`src/rtl/updown_pkg.sv`:
```
// updown_pkg: shared FSM state encoding and step directions for updown_step_ctrl
package updown_pkg;
   typedef enum logic [2:0] {IDLE, HOLD_UP, HOLD_DN, RPT_UP, RPT_DN} updown_state_t;
   localparam logic DIR_UP = 1'b1;
   localparam logic DIR_DN = 1'b0;
endpackage

```
`src/rtl/repeat_timer.sv`:
```
// repeat_timer: loadable down-counter that flags when it has run down to zero
module repeat_timer #(
   parameter int W = 2
) (
   input  logic         clk,
   input  logic         rst,
   input  logic         load,
   input  logic [W-1:0] load_val,
   input  logic         en,
   output logic         zero
);
   logic [W-1:0] cnt;
   always_ff @(posedge clk) begin
      if (rst) cnt <= '0;
      else if (load) cnt <= load_val;
      else if (en) cnt <= cnt - 1'b1;
   end
   assign zero = (cnt == '0);
endmodule

```
`src/rtl/updown_step_ctrl.sv`:
```
// updown_step_ctrl: bounded wrapping up/down counter driven by debounced buttons.
// Auto-repeat while held is built only with UPDOWN_STEP_CTRL_AUTOREPEAT_EN defined.
module updown_step_ctrl
   import updown_pkg::*;
#(
   parameter int WIDTH         = 4,
   parameter int MAX_VAL       = 9,
   parameter int HOLD_CYCLES   = 25_000_000,
   parameter int REPEAT_CYCLES = 5_000_000
) (
   input  logic             clk,
   input  logic             rst,
   input  logic             up_press,
   input  logic             up_held,
   input  logic             dn_press,
   input  logic             dn_held,
   output logic [WIDTH-1:0] count,
   output logic             step,
   output logic             wrap,
   output logic             busy
);
   localparam logic [WIDTH-1:0] MAXV = WIDTH'(MAX_VAL);
   if (HOLD_CYCLES < 2 || REPEAT_CYCLES < 2 || MAX_VAL > 2**WIDTH - 1) begin : g_bad_params
      $error("updown_step_ctrl: illegal parameter set");
   end
   updown_state_t    state, nstate;
   logic             st_up, held, expire, go, dir, wrap_n;
   logic [WIDTH-1:0] cnt_n;
`ifdef UPDOWN_STEP_CTRL_AUTOREPEAT_EN
   localparam int TW = $clog2(HOLD_CYCLES > REPEAT_CYCLES ? HOLD_CYCLES : REPEAT_CYCLES);
   logic          t_zero, t_en;
   logic [TW-1:0] t_val;
   assign t_val  = (state == IDLE) ? TW'(HOLD_CYCLES - 1) : TW'(REPEAT_CYCLES - 1);
   assign t_en   = (state != IDLE) & held & ~t_zero;
   assign expire = t_zero;
   repeat_timer #(.W(TW)) u_timer (
      .clk      (clk),
      .rst      (rst),
      .load     (go),
      .load_val (t_val),
      .en       (t_en),
      .zero     (t_zero)
   );
`else
   assign expire = 1'b0;
`endif
   always_comb begin
      st_up  = (state == HOLD_UP) || (state == RPT_UP);
      held   = st_up ? up_held : dn_held;
      go     = (state == IDLE) ? (up_press ^ dn_press) : (held & expire);
      dir    = (state == IDLE) ? (up_press ? DIR_UP : DIR_DN) : st_up;
      // release wins over a timer expiring in the same cycle
      nstate = (state == IDLE) ? (go ? (dir == DIR_UP ? HOLD_UP : HOLD_DN) : IDLE)
             : !held ? IDLE
             : go ? (st_up ? RPT_UP : RPT_DN) : state;
      wrap_n = (dir == DIR_UP) ? (count == MAXV) : (count == '0);
      cnt_n  = wrap_n ? ((dir == DIR_UP) ? '0 : MAXV)
                      : ((dir == DIR_UP) ? count + 1'b1 : count - 1'b1);
   end
   always_ff @(posedge clk) begin
      if (rst) begin
         state <= IDLE;
         count <= '0;
         step  <= 1'b0;
         wrap  <= 1'b0;
         busy  <= 1'b0;
      end else begin
         state <= nstate;
         step  <= go;
         wrap  <= go & wrap_n;
         busy  <= (nstate != IDLE);
         if (go) count <= cnt_n;
      end
   end
endmodule

```
`config.mk`:
```
export PLATFORM = sky130hd
export DESIGN_NAME = updown_step_ctrl
export DESIGN_NICKNAME = d
export VERILOG_FILES = /design/src/rtl/updown_pkg.sv /design/src/rtl/repeat_timer.sv /design/src/rtl/updown_step_ctrl.sv
export SDC_FILE = /design/constraint.sdc
export NUM_CORES = 1
export LEC_CHECK = 0
export CORE_MARGIN = 4
export CORE_UTILIZATION = 42
export CTS_CLUSTER_DIAMETER = 30
export DETAILED_ROUTE_END_ITERATION = 8
export HOLD_SLACK_MARGIN = 0.06
export PLACE_DENSITY = 0.81
export SYNTH_ARGS = -nofsm -noshare
export SYNTH_HDL_FRONTEND = slang
export SYNTH_SLANG_ARGS = --single-unit
```
`constraint.sdc`:
```
create_clock -name clk -period 1.5 [get_ports clk]
set_input_delay 0.3 -clock clk [delete_from_list [all_inputs] [get_ports clk]]
set_output_delay 0.3 -clock clk [all_outputs]
set_load 0.01 [all_outputs]
```
==> summary.txt <==
Outcome
  • Status: finished, violations left
  • Failing checks: setup timing

Clock network
  • Htree depth: 1
  • CTS Sinks: 10
  • Hold Buf Count CTS: 0
  • TritonCTS clock tree: yes
  • CTS buffer count: 3
  • Maximum buffer depth of the clock tree: 2
  • Clock slew at reported path FFs: ~0.070 ns
  • Clk Latency, worst-skew pair: 0.27 ns
  • Root buf cell: clkbuf_4

Die
  • Vert. Die Dim: 45.5 um
  • Initial Util: between 40 and 50%
  • Die area: 0.00207 mm^2
  • Core ar.: 0.00132 mm^2
  • # rows: 13
  • Die width: approximately 45 um
  • IO Pins: 13

Logic synthesis
  • FF+latch count, synth: 10
  • Synthesized cell area: 589 um^2
  • Post-Syn Instances: 68
  • Most used flip-flop cell after synthesis: dfxtp_1
  • Ys Warns: 0
  • Yosys cell types: 32
  • Synth Area per Inst: 8.67 um^2
  • Top cell type's share of synthesized area: between 30% and 40%
  • Syn_nets: 75
  • Ys async rst share: 0%
  • Most frequent cells after synthesis: 10 x dfxtp_1, 6 x nor2_1, 5 x inv_1, 5 x nand3_1
  • Most numerous cell in the Yosys netlist: dfxtp_1
  • Yosys top cell by area: dfxtp_1
  • Number of synthesized flops with an enable pin: 0
  • Synth area leaders: dfxtp_1 34%, a2111oi_4 4.7%, xnor2_1 4.5%, nand3_1 4.2%, nor2_1 3.8%
  • Seq/Total Area, Yosys: 34.0%

Detailed routing
  • Vias/cell: around 5.5
  • Via count: 606
  • Routed wire length: 1630 um
  • DRT Pass-1 Iters: 4
  • DRC viols: 0
  • Routed Antenna Nets: 0
  • DR WL/cell: 14.8 um
  • DRT iter0 DRCs: 13

Timing
  • Rel. slew slack: between 70% and 80%
  • Worst hold slack: 0.568 ns
  • Hold Fails Final Rpt: 0
  • FMAX: 635 MHz
  • Setup Skew: 0.0102 ns
  • Final period util: 105%
  • Final worst slack: -0.0754 ns
  • Tmin final: 1.58 ns
  • # setup viols final: 1
  • Slew @ Worst Pin: 0.444 ns
  • Fin. max-slew vios: 0
  • RSZ-0062 raised after global routing: true

Global routing
  • Global-route wire length before repair: about 2500 um
  • Initial antenna violation count: 0
  • GRT Total Usage: 16.8%
  • Gr ovfl total: 0
  • Largest net degree at the start of global routing: 8
  • Vias in the first global route: 593

Worst hold path
  • Hold path start: count[2]$_SDFFE_PP0N_
  • Hold Path Class: reg -> reg

Worst setup path
  • Crit start category: flop
  • Kind of critical path: reg -> reg
  • Crit-path max cell delay: 0.36 ns
  • Critical path peak fanout: 3
  • CP max stage cell: a2111o_1
  • CP arrival: 1.75 ns
  • Reg2Reg Launch Point: state[1]$_SDFF_PP0_
  • WP data required: 1.68 ns
  • Crit-path cells: nand2b_4, a21oi_4, xnor2_2, ha_2, nor2_2, a2111o_1, o311ai_1
  • Worst setup EP type: flop
  • CP startpoint: state[1]$_SDFF_PP0_

Layout
  • Filler cell count: 104
  • Layout area overhead: 56.5%
  • Antenna cells: 0
  • Share of cells above drive strength 1: 40.0%
  • Layout Nets: 103

Placement
  • Gp weighted congestion: 0.785
  • Dpl hpwl: 1180 um
  • Place WS: -0.481 ns
  • # port buffers: 12

Power
  • Switching share of total power: between 30% and 40%
  • Sequential Power Share: around a third
  • Sw power: approximately 0.34 mW
  • Internal power: 0.690 mW
  • Power density cells: 1120 mW/mm^2
  • Power Total: between 1 and 1.5 mW
  • Logic pwr share: 42.9%
  • Clock power share: 23.3%
  • P_leak: 0.416 nW
  • Peak supply drop: 0.000750 V

Run
  • # Max-Cap Violations: 0
==> cell type report <==
| class | instances | area [um^2] | share of cell area, % |
|---|---|---|---|
| clock buffers | 4 | 36.3 | 3.93 |
| inverters | 5 | 18.8 | 2.04 |
| multi-input cells | 49 | 407 | 44.1 |
| flip-flops and latches | 10 | 208 | 22.5 |
| well taps | 15 | 18.8 | 2.04 |
| repair buffers | 27 | 234 | 25.4 |
==> repair_timing <==
| action | in CTS | in global routing |
|---|---|---|
| setup buffers | 0 | 2 |
| pin swaps | 0 | 5 |
| resized for setup | 8 | 9 |
| endpoints found under the setup margin | 11 | 6 |
==> routing by layer <==
layer	track usage [%]	share of wire [%]	vias to the layer above
li1	-	-	300
met1	19.5	46	285
met2	27.0	49	15
met3	4.74	2.8	6
met4	9.94	2.5	0
met5	0	0	-
==> path summary, 6_finish.rpt <==
path / endpoint / slack [ns] / cells past startpoint
max reg2reg: count[2]$_SDFFE_PP0N_ / -0.08 / 7
min reg2reg: count[2]$_SDFFE_PP0N_ / 0.57 / 2
min: count[2]$_SDFFE_PP0N_ / 0.57 / 2
max: count[2]$_SDFFE_PP0N_ / -0.08 / 7
==> power by group through the flow <==
stage / combinational [mW] / sequential, mW / clock [mW]
floorplan: 0.231 / 0.347 / 0
global placement: 0.387 / 0.345 / 0
detailed placement: 0.394 / 0.346 / 0
CTS: 0.390 / 0.346 / 0.246
global route: 0.472 / 0.358 / 0.258
finish: 0.443 / 0.349 / 0.241
==> flip-flops by register name (all words and copies together) (netlist names) <==
signal	count
busy	1
state	3
wrap	1
step	1
count	4
==> worst max-delay path, delay by kind of cell, from the launching register on <==
kind            cells  cell delay (ns)
compound gates      3             0.61
xor+xnor            1             0.14
fa+ha+maj           1             0.22
flops               1             0.33
simple gates        2             0.20
==> metrics by stage <==
step / util (%) / setup TNS (ns) / instance area (um^2) / cells
after floorplan: - / 0 / 616 / 68
after global placement: 62.8 / -3.09 / 827 / 104
after detailed placement: 62.8 / -3.18 / 827 / 104
after CTS: 65.6 / -0.0480 / 865 / 108
after global routing: 70.0 / -0.166 / 922 / 110
final: 70.0 / -0.0754 / 922 / 110
==> cells by family after synthesis <==
kind of cell / after synthesis / share of synthesized area (%)
AOI/OAI and AO/OA: 16 / 22.7
xor gates and xnor gates: 3 / 4.46
adders and majority gates: 1 / 2.12
buffers and inverters: 9 / 7.01
DFF: 10 / 34.0
muxes: 3 / 5.31
and+or+nand+nor: 26 / 24.4
==> cell usage in the layout, fill, tap and decap left out, types with 2 or more instances in the layout <==
cell type	instances
a21oi_1	2
a31oi_1	2
and2_1	2
buf_4	15
clkbuf_4	3
clkdlybuf4s50_1	7
dfxtp_1	4
dfxtp_2	6
dlygate4sd2_1	3
dlymetal6s2s_1	2
inv_1	4
nand3_1	5
nor2_1	4
nor2_2	2
nor2b_1	2
nor3_1	2
o21ai_0	2
xnor2_2	2
Note: power is estimated with default switching activity, not from simulation.
